**src/rtl/cnn_mul_arb_pkg.sv**
```systemverilog
// Shared constants and types for the conv1 multiplier arbiter.
// The optional per-requester accept counters are built only when
// CNN_MUL_ARB_PERF_EN is defined.
`timescale 1ns/1ps
package cnn_mul_arb_pkg;
  localparam int CNN_A_W     = 14;
  localparam int CNN_B_W     = 7;
  localparam int CNN_P_W     = 21;
  localparam int CNN_NUM_REQ = 4;
  localparam int CNN_TAG_W   = $clog2(CNN_NUM_REQ);
  localparam int PERF_CNT_W  = 16;

  typedef logic [CNN_TAG_W-1:0] tag_t;

  // Next round-robin position after index idx in a ring of n entries.
  function automatic int wrapInc(input int idx, input int n);
    return (idx + 1 >= n) ? 0 : idx + 1;
  endfunction
endpackage

```
**src/rtl/cnn_mul_arbiter_if.sv**
```systemverilog
// Bus between the conv1 PE lanes (master) and the shared multiplier (slave).
// Operands are packed per lane; results come back on one shared data bus.
`timescale 1ns/1ps
interface cnn_mul_arbiter_if #(
  parameter int NUM_REQ = 4,
  parameter int A_W     = cnn_mul_arb_pkg::CNN_A_W,
  parameter int B_W     = cnn_mul_arb_pkg::CNN_B_W,
  parameter int P_W     = cnn_mul_arb_pkg::CNN_P_W,
  parameter int TAG_W   = $clog2(NUM_REQ),
  parameter int CNT_W   = cnn_mul_arb_pkg::PERF_CNT_W
);
  logic [NUM_REQ-1:0]       req_valid;
  logic [NUM_REQ*A_W-1:0]   req_a;
  logic [NUM_REQ*B_W-1:0]   req_b;
  logic [NUM_REQ-1:0]       req_ready;
  logic [NUM_REQ-1:0]       res_valid;
  logic [P_W-1:0]           res_data;
  logic [TAG_W-1:0]         res_tag;
  logic [NUM_REQ*CNT_W-1:0] perf_cnt;

  modport master (
    output req_valid, req_a, req_b,
    input  req_ready, res_valid, res_data, res_tag, perf_cnt
  );

  modport slave (
    input  req_valid, req_a, req_b,
    output req_ready, res_valid, res_data, res_tag, perf_cnt
  );
endinterface

```
**src/rtl/cnn_mul_arb_rr.sv**
```systemverilog
// Round-robin grant logic: the first requester at or after the pointer wins.
`timescale 1ns/1ps
module cnn_mul_arb_rr #(
  parameter int NUM_REQ = 4,
  parameter int IDX_W   = $clog2(NUM_REQ)
) (
  input  logic [NUM_REQ-1:0] i_req,
  input  logic [IDX_W-1:0]   i_ptr,
  output logic [NUM_REQ-1:0] o_grant,
  output logic [IDX_W-1:0]   o_idx,
  output logic               o_any
);

  // Scan from the pointer with wraparound; only the first hit is granted.
  always_comb begin
    int w_pos;
    o_grant = '0;
    o_idx   = '0;
    o_any   = 1'b0;
    w_pos   = 0;
    for (int k = 0; k < NUM_REQ; k++) begin
      w_pos = int'(i_ptr) + k;
      if (w_pos >= NUM_REQ) w_pos = w_pos - NUM_REQ;
      if (!o_any && i_req[w_pos]) begin
        o_any          = 1'b1;
        o_grant[w_pos] = 1'b1;
        o_idx          = IDX_W'(w_pos);
      end
    end
  end

endmodule

```
**src/rtl/cnn_mul_arbiter.sv**
```systemverilog
// Shares one pipelined signed multiplier between NUM_REQ conv1 requesters.
// Round-robin operand selection, input register, MUL_LAT-2 middle registers
// and an output register; the requester tag rides along with each product.
// Define CNN_MUL_ARB_PERF_EN to build the 16-bit per-requester accept counters.
`timescale 1ns/1ps
module cnn_mul_arbiter
  import cnn_mul_arb_pkg::*;
#(
  parameter int NUM_REQ = 4,
  parameter int A_W     = CNN_A_W,
  parameter int B_W     = CNN_B_W,
  parameter int P_W     = CNN_P_W,
  parameter int MUL_LAT = 3
) (
  input  logic             ap_clk,
  input  logic             ap_rst,
  cnn_mul_arbiter_if.slave bus
);

  localparam int TAG_W = $clog2(NUM_REQ);
  localparam int NSTG  = MUL_LAT - 1;

  logic [NUM_REQ-1:0]    w_req;
  logic [NUM_REQ-1:0]    w_grant;
  logic [TAG_W-1:0]      w_idx;
  logic                  w_accept;
  logic [TAG_W-1:0]      r_ptr;

  logic signed [A_W-1:0] w_sel_a;
  logic signed [B_W-1:0] w_sel_b;

  logic                  r_in_v;
  logic signed [A_W-1:0] r_in_a;
  logic signed [B_W-1:0] r_in_b;
  logic [TAG_W-1:0]      r_in_tag;

  logic signed [P_W-1:0] w_ext_a;
  logic signed [P_W-1:0] w_ext_b;
  logic signed [P_W-1:0] w_prod;

  logic                  r_stg_v [NSTG];
  logic signed [P_W-1:0] r_stg_p [NSTG];
  logic [TAG_W-1:0]      r_stg_t [NSTG];

  // Nobody is granted while reset is held.
  assign w_req = bus.req_valid & {NUM_REQ{~ap_rst}};

  cnn_mul_arb_rr #(
    .NUM_REQ (NUM_REQ),
    .IDX_W   (TAG_W)
  ) u_rr (
    .i_req   (w_req),
    .i_ptr   (r_ptr),
    .o_grant (w_grant),
    .o_idx   (w_idx),
    .o_any   (w_accept)
  );

  assign bus.req_ready = w_grant;

  // Route the granted lane's operands to the multiplier input register.
  always_comb begin
    w_sel_a = '0;
    w_sel_b = '0;
    for (int i = 0; i < NUM_REQ; i++) begin
      if (w_grant[i]) begin
        w_sel_a = bus.req_a[i*A_W +: A_W];
        w_sel_b = bus.req_b[i*B_W +: B_W];
      end
    end
  end

  // Move the pointer just past the winner; it holds when nothing is accepted.
  always_ff @(posedge ap_clk or posedge ap_rst) begin
    if (ap_rst) begin
      r_ptr <= '0;
    end else if (w_accept) begin
      r_ptr <= TAG_W'(wrapInc(int'(w_idx), NUM_REQ));
    end
  end

  // Input register: operands load only on an accept so idle cycles don't toggle it.
  always_ff @(posedge ap_clk or posedge ap_rst) begin
    if (ap_rst) begin
      r_in_v   <= 1'b0;
      r_in_a   <= '0;
      r_in_b   <= '0;
      r_in_tag <= '0;
    end else begin
      r_in_v <= w_accept;
      if (w_accept) begin
        r_in_a   <= w_sel_a;
        r_in_b   <= w_sel_b;
        r_in_tag <= w_idx;
      end
    end
  end

  // Sign-extend both operands to the product width so the multiply is exact.
  assign w_ext_a = {{(P_W-A_W){r_in_a[A_W-1]}}, r_in_a};
  assign w_ext_b = {{(P_W-B_W){r_in_b[B_W-1]}}, r_in_b};
  assign w_prod  = w_ext_a * w_ext_b;

  // Product/tag shift pipeline; each stage's data only loads when its input is valid.
  always_ff @(posedge ap_clk or posedge ap_rst) begin
    if (ap_rst) begin
      for (int k = 0; k < NSTG; k++) begin
        r_stg_v[k] <= 1'b0;
        r_stg_p[k] <= '0;
        r_stg_t[k] <= '0;
      end
    end else begin
      r_stg_v[0] <= r_in_v;
      if (r_in_v) begin
        r_stg_p[0] <= w_prod;
        r_stg_t[0] <= r_in_tag;
      end
      for (int k = 1; k < NSTG; k++) begin
        r_stg_v[k] <= r_stg_v[k-1];
        if (r_stg_v[k-1]) begin
          r_stg_p[k] <= r_stg_p[k-1];
          r_stg_t[k] <= r_stg_t[k-1];
        end
      end
    end
  end

  assign bus.res_data = r_stg_p[NSTG-1];
  assign bus.res_tag  = r_stg_t[NSTG-1];

  // Decode the output tag into the one-hot result strobe.
  always_comb begin
    bus.res_valid = '0;
    bus.res_valid[r_stg_t[NSTG-1]] = r_stg_v[NSTG-1];
  end

`ifdef CNN_MUL_ARB_PERF_EN
  logic [PERF_CNT_W-1:0] r_perf [NUM_REQ];

  // Per-requester accept counters; they wrap naturally at the counter width.
  always_ff @(posedge ap_clk or posedge ap_rst) begin
    if (ap_rst) begin
      for (int i = 0; i < NUM_REQ; i++) r_perf[i] <= '0;
    end else begin
      for (int i = 0; i < NUM_REQ; i++) begin
        if (w_grant[i]) r_perf[i] <= r_perf[i] + PERF_CNT_W'(1);
      end
    end
  end

  // Pack the counters onto the perf bus, lane i in slice i.
  always_comb begin
    bus.perf_cnt = '0;
    for (int i = 0; i < NUM_REQ; i++) begin
      bus.perf_cnt[i*PERF_CNT_W +: PERF_CNT_W] = r_perf[i];
    end
  end
`else
  assign bus.perf_cnt = '0;
`endif

endmodule

```
**src/flat_wrapper.sv**
```systemverilog
// flat-port wrapper written by rule: the top's interface ports become plain ports
module cnn_mul_arbiter_flat import cnn_mul_arb_pkg::*;
#(
  parameter int NUM_REQ = 4,
  parameter int A_W     = CNN_A_W,
  parameter int B_W     = CNN_B_W,
  parameter int P_W     = CNN_P_W,
  parameter int MUL_LAT = 3
)
  (ap_clk, ap_rst, bus_req_valid, bus_req_a, bus_req_b, bus_req_ready, bus_res_valid, bus_res_data, bus_res_tag, bus_perf_cnt);
  cnn_mul_arbiter_if #(.NUM_REQ(NUM_REQ), .A_W(A_W), .B_W(B_W), .P_W(P_W)) bus_i ();
  input  logic ap_clk;
  input  logic ap_rst;
  input wire logic [$bits(bus_i.req_valid)-1:0] bus_req_valid;
  input wire logic [$bits(bus_i.req_a)-1:0] bus_req_a;
  input wire logic [$bits(bus_i.req_b)-1:0] bus_req_b;
  output wire logic [$bits(bus_i.req_ready)-1:0] bus_req_ready;
  output wire logic [$bits(bus_i.res_valid)-1:0] bus_res_valid;
  output wire logic [$bits(bus_i.res_data)-1:0] bus_res_data;
  output wire logic [$bits(bus_i.res_tag)-1:0] bus_res_tag;
  output wire logic [$bits(bus_i.perf_cnt)-1:0] bus_perf_cnt;
  assign bus_i.req_valid = bus_req_valid;
  assign bus_i.req_a = bus_req_a;
  assign bus_i.req_b = bus_req_b;
  assign bus_req_ready = bus_i.req_ready;
  assign bus_res_valid = bus_i.res_valid;
  assign bus_res_data = bus_i.res_data;
  assign bus_res_tag = bus_i.res_tag;
  assign bus_perf_cnt = bus_i.perf_cnt;
  cnn_mul_arbiter #(.NUM_REQ(NUM_REQ), .A_W(A_W), .B_W(B_W), .P_W(P_W), .MUL_LAT(MUL_LAT)) u_core (.ap_clk(ap_clk), .ap_rst(ap_rst), .bus(bus_i));
endmodule
```
**config.mk**
```make
export PLATFORM = sky130hd
export DESIGN_NAME = cnn_mul_arbiter_flat
export DESIGN_NICKNAME = d
export VERILOG_FILES = /design/src/rtl/cnn_mul_arb_pkg.sv /design/src/rtl/cnn_mul_arbiter_if.sv /design/src/rtl/cnn_mul_arb_rr.sv /design/src/rtl/cnn_mul_arbiter.sv /design/src/flat_wrapper.sv
export SDC_FILE = /design/constraint.sdc
export NUM_CORES = 1
export LEC_CHECK = 0
export ABC_AREA = 1
export ABC_CLOCK_PERIOD_IN_PS = 7250
export BUFFER_PORTS_ARGS = -buffer_cell sky130_fd_sc_hd__buf_2
export CAP_MARGIN = 0
export CELL_PAD_IN_SITES_DETAIL_PLACEMENT = 0
export CELL_PAD_IN_SITES_GLOBAL_PLACEMENT = 1
export CORE_MARGIN = 4
export CORE_UTILIZATION = 44
export CTS_CLUSTER_DIAMETER = 120
export DETAILED_ROUTE_END_ITERATION = 12
export HOLD_SLACK_MARGIN = 0.03
export MAX_ROUTING_LAYER = met4
export PLACE_DENSITY = 0.89
export RECOVER_POWER = 50
export SYNTH_ARGS = -nofsm -noshare
export SYNTH_HDL_FRONTEND = slang
export SYNTH_SLANG_ARGS = --single-unit
```
**constraint.sdc**
```tcl
create_clock -name ap_clk -period 7.25 [get_ports ap_clk]
set_input_delay 1.0875 -clock ap_clk [delete_from_list [all_inputs] [get_ports ap_clk]]
set_output_delay 1.0875 -clock ap_clk [all_outputs]
set_load 0.01 [all_outputs]
```
; Word level (Yosys, flattened, before mapping)
; Cells that the tools add are included.
[op_classes]
addsub = 8
n_mux = 47
n_bitwise = 6
reduce_logical = 11
multipliers = 1
order_cmp = 15
[ops]
columns = op, n
row1 = ">= comparator 32 x 1 -> 1 bit, second input constant", 4
row2 = "< comparator 32 x 4 -> 1 bit, second input constant", 4
row3 = two-way mux 32 bit, 4
row4 = two-way mux 14 bit, 4
row5 = two-way mux 7 bit, 4
row6 = multiplier 14 x 7 -> 21 bit, 1
row7 = two-way mux 1 bit, 17
row8 = two-way mux 4 bit, 4
row9 = ">= comparator 3 bit, second input constant", 4
row10 = OR 4 bit, 3
row11 = "subtractor 3 x 3 -> 4 bit, second input constant", 3
row12 = demux 1 bit (select 2 bit), 5
row13 = two-way mux 2 bit, 5
row14 = AND 4 bit, 2
row15 = binary-select mux 1 bit (select 2 bit), 4
row16 = logical AND 1 bit, 8
row17 = "adder 2 x 1 -> 3 bit, second input constant", 2
row18 = "adder 2 x 2 -> 3 bit, second input constant", 2
row19 = "subtractor 2 x 3 -> 4 bit, second input constant", 1
row20 = ">= comparator 2 x 3 -> 1 bit, second input constant", 1
row21 = zero test 1 bit, 3
row22 = "< comparator 2 x 3 -> 1 bit, second input constant", 1
row23 = ">= comparator 2 x 1 -> 1 bit, second input constant", 1
row24 = inverter 1 bit, 1
[totals]
reg_bits = 74

; Logic depth before layout (Yosys ltp)
[depth]
word_depth = 19
ltp_mapped = 23
mapped_depth_nobuf = 22

; By module
; A second synthesis with hierarchy kept.
[hier_totals]
hier_cells = 1109
hier_area_um2 = 8383.0
[by_module_without_submodules]
columns = module, area_per_inst_um2, seq_area_each_um2, cells_each, n_inst
row1 = cnn_mul_arbiter, 7922.6, 1851.8, 1032, 1
row2 = cnn_mul_arb_rr, 460.4, 0.0, 77, 1

; Least setup slack after synthesis
; OpenSTA, ideal clock, no wires.
[synth_timing]
kind = reg2reg
startpoint = reg u_core.r_in_b[6]
endpoint = reg u_core.r_stg_p[41] (netlist name)
path_buffers = 1
required_time_ps = 7132
setup_ps = 118
setup_slack_ps = 2830
t_arrival_ps = 4302
synth_period_minus_slack_ps = 4420
path_stages_with_launch = 19
path_cell_list = dfrtp_1 > inv_1 > clkbuf_1 > nor2_1 > fa_1 > fa_1 > fa_1 > inv_1 > fa_1 > inv_1 > ha_1 > inv_1 > o21bai_1 > o21bai_1 > a21oi_1 > o211ai_1 > or2_2 > nand3_1 > nand2_1
[synth_between]
elab_chain_cells = 1
[synth_lines]
columns = element, line_no
row1 = from (decl), cnn_mul_arbiter.sv:34  ; logic signed [B_W-1:0] r_in_b;
row2 = from (signal assigned), cnn_mul_arbiter.sv:93  ; r_in_b <= w_sel_b;
row3 = multiplier 14 x 7 -> 21 bit, cnn_mul_arbiter.sv:102  ; assign w_prod = w_ext_a * w_ext_b;
row4 = "to (signal, indexed assignment)", cnn_mul_arbiter.sv:121  ; r_stg_p[k] <= r_stg_p[k-1];
row5 = to (decl), cnn_mul_arbiter.sv:42  ; logic signed [P_W-1:0] r_stg_p [NSTG];
; No other way between the ends.
; A chain may end at the register's enable or synchronous reset.

; Worst setup path in the final report
[layout_timing]
startpoint = reg u_core.r_in_b[6]
endpoint = reg u_core.r_stg_p[39] (netlist name)
; The elaborated chain is that of the path after synthesis.

==> flow_summary.json <==
{
  "status": "complete, but fails checks",
  "violations": "capacitance limit, slew limit",
  "synth_area_leader_cell": "dfrtp_1",
  "synthFlopType": "dfrtp_1",
  "grt_overflow": 0,
  "routed-wl-met3_um": 891,
  "fin_nets": 1433,
  "yosysMostFrequentCell": "nand2_1",
  "antenna_found_initial": 0,
  "syn_area_per_cell_sq_um": 7.350,
  "required_ns": 7.51,
  "routed.top_layer": "met4",
  "async_flop_share": 1.000,
  "syn2layout_area_growth_pct": 6.730,
  "finalSetupTns_ns": 0,
  "finalHoldViolCount": 0,
  "synth_cells": 1156,
  "wl_per_cell_um": 11.94,
  "seqCellArea_sq_mm": 0.001852,
  "worstMarginPinSlew_ns": 3.794,
  "track_usage": 0.1702,
  "synth.distinct_cells": 42,
  "initial_core_util": 0.4512,
  "cts_tree": "done",
  "clk_path_buf_depth": 2,
  "cts-htree-levels": 3,
  "ys_seq_area_frac": 0.2179,
  "cp-start-kind": "flip-flop",
  "drc": 0,
  "insertion_delay_ns": 0.34,
  "multi_input_area_sq_mm": 0.005087,
  "initialDrtViolationCount": 391,
  "grt_pass1_wl_um": 30310,
  "cts_sinks": 74,
  "synth_common_cells": "nand2_1, inv_1, buf_4, dfrtp_1, fa_1",
  "critPathArrivalTime_ns": 5.12,
  "max_freq_mhz": 205.8,
  "clockRootBuffer": "clkbuf_16",
  "grt_pass1_vias": 6512,
  "fin_worst_skew_ns": 0.009960,
  "gp_congestion": 0.8843,
  "cts_made_buffers": 9,
  "num_vias": 6664,
  "finalMaxSlewViolations": 75,
  "ctsResizeCount": 0,
  "finalWirelength_um": 17710,
  "ctsHoldBuffers": 0,
  "crit_type": "flip-flop to flip-flop",
  "synth_edf_count": 0,
  "period_needed_ns": 4.859,
  "dieArea_sq_mm": 0.02160,
  "drive_gt1_frac": 0.1495,
  "vias_per_cell": 4.491,
  "ys_seq_elements": 74,
  "pin_count": 185,
  "port-buffer-count": 120,
  "cts_setup_buffers": 0,
  "slew_headroom": -1.529,
  "num-fill-cells": 1909,
  "core_area_sq_mm": 0.01883,
  "netlist_area_sq_mm": 0.008497,
  "ant_nets": 0,
  "die_w_um": 147.0,
  "met1_length_um": 8957,
  "grt_max_degree": 75,
  "row_count": 50,
  "cts.clk_slew.worst_paths_ns": 0.07,
  "holdCritPathClass": "flip-flop to flip-flop",
  "hpwl_um": 14100,
  "diodes": 0,
  "path_max_fanout": 15,
  "netlist_top_cells_area": "dfrtp_1, fa_1, nand2_1, inv_1, buf_4",
  "synth_top_area_frac": 0.2179,
  "max_cap_viol_count": 1,
  "ys.warnings.count": 0,
  "timing.final.crit_share": 0.6702,
  "worst_setup_path_end_kind": "flip-flop",
  "finalSetupViolCount": 0,
  "grt_setup_unrepaired": "false",
  "die_h_um": 147.0,
  "dr.pass1.iters": 5,
  "met2_wirelength_um": 7692
}
## cells by family (layout without fill, tap and decap cells)
kind of cell             after synthesis  count (layout)  synth area share
flip-flops                            74              74            0.2179
multiplexers                          12              12           0.01590
adder cells (fa/ha/maj)              124             124            0.2480
XOR/XNOR                              14              14           0.01443
other                                  1              64         0.0004413
AO/OA/AOI/OAI                        117             117           0.07333
AND/OR/NAND/NOR                      440             440            0.2188
buffers and inverters                374             379            0.2112
## stage by stage
step           instance area [sq um]  std cells  setup slack (ns)  hold WS [ns]    util
2_1_floorplan                   8733       1219             2.830        0.3519       -
3_3_place_gp                    8782       1468             2.467        0.4597  0.4664
3_5_place_dp                    8782       1468             2.399        0.4654  0.4664
4_1_cts                         9072       1484             2.389        0.4807  0.4818
5_1_grt                         9069       1484             1.750        0.5032  0.4816
6_report                        9069       1484             2.391        0.4711  0.4816
## cell type report
type / count / area share
clock buffer: 9 / 0.02483
clock inverter: 7 / 0.007174
inverter: 242 / 0.1003
multi-input combinational: 771 / 0.5610
sequential: 74 / 0.2042
tap: 260 / 0.03587
timing repair buffer: 121 / 0.06664
## path summary, 6_finish.rpt
check	slack, ns	start	cells past startpoint	end
min	0.47	u_core.r_stg_t[3]	2	u_core.r_stg_t[3]
min reg2reg	0.47	u_core.r_stg_t[3]	2	u_core.r_stg_t[3]
min in group asynchronous	2.43	ap_rst	3	u_core.r_ptr[1]
max in group asynchronous	2.67	ap_rst	3	u_core.r_stg_p[33]
max reg2reg	2.39	u_core.r_in_b[6]	18	u_core.r_stg_p[39]
max	2.39	u_core.r_in_b[6]	18	u_core.r_stg_p[39]
## critical path, cell delays in order, from the launching register on
cell and delay [ns]:
dfrtp_1 0.34, inv_1 0.24, or2_2 0.38, fa_1 0.51
fa_1 0.55, inv_1 0.06, fa_1 0.52, inv_1 0.05
fa_1 0.52, inv_1 0.04, ha_1 0.32, nand2_1 0.10
o21ai_0 0.28, nor2_1 0.10, o21ai_0 0.29, nand4_1 0.20
nand2_1 0.10, nand2_1 0.05, a31oi_1 0.12
## sequential cells by signal, summed over array words and instances (netlist names), 2 cells and up, named ones only
register             cells
u_core.bus.res_data     21
u_core.bus.res_tag       2
u_core.r_in_a           14
u_core.r_in_b            7
u_core.r_in_tag          2
u_core.r_stg_p          21
u_core.r_stg_t           2
u_core.r_stg_v           2
## metal layers
| layer | up-vias | global-route usage |
|---|---|---|
| met4 | 0 | 0.03029 |
| met3 | 18 | 0.02529 |
| met1 | 3032 | 0.2490 |
| met2 | 192 | 0.2554 |
| met5 | - | - |
| li1 | 3422 | - |
## cells in the final DEF (no fill, tap or decap), drive strengths merged, types with 10 or more instances in the layout
cell type and count:
clkbuf 10, o21ai 32, inv 246, nand2 341
a21oi 69, mux2 12, buf 120, dfrtp 74
ha 50, nor2 41, fa 74, nand3 37
conb 64
Power is left out: the tool's default activity adds up to more than one toggle a clock period on the data nets, which glitch-free logic cannot reach.
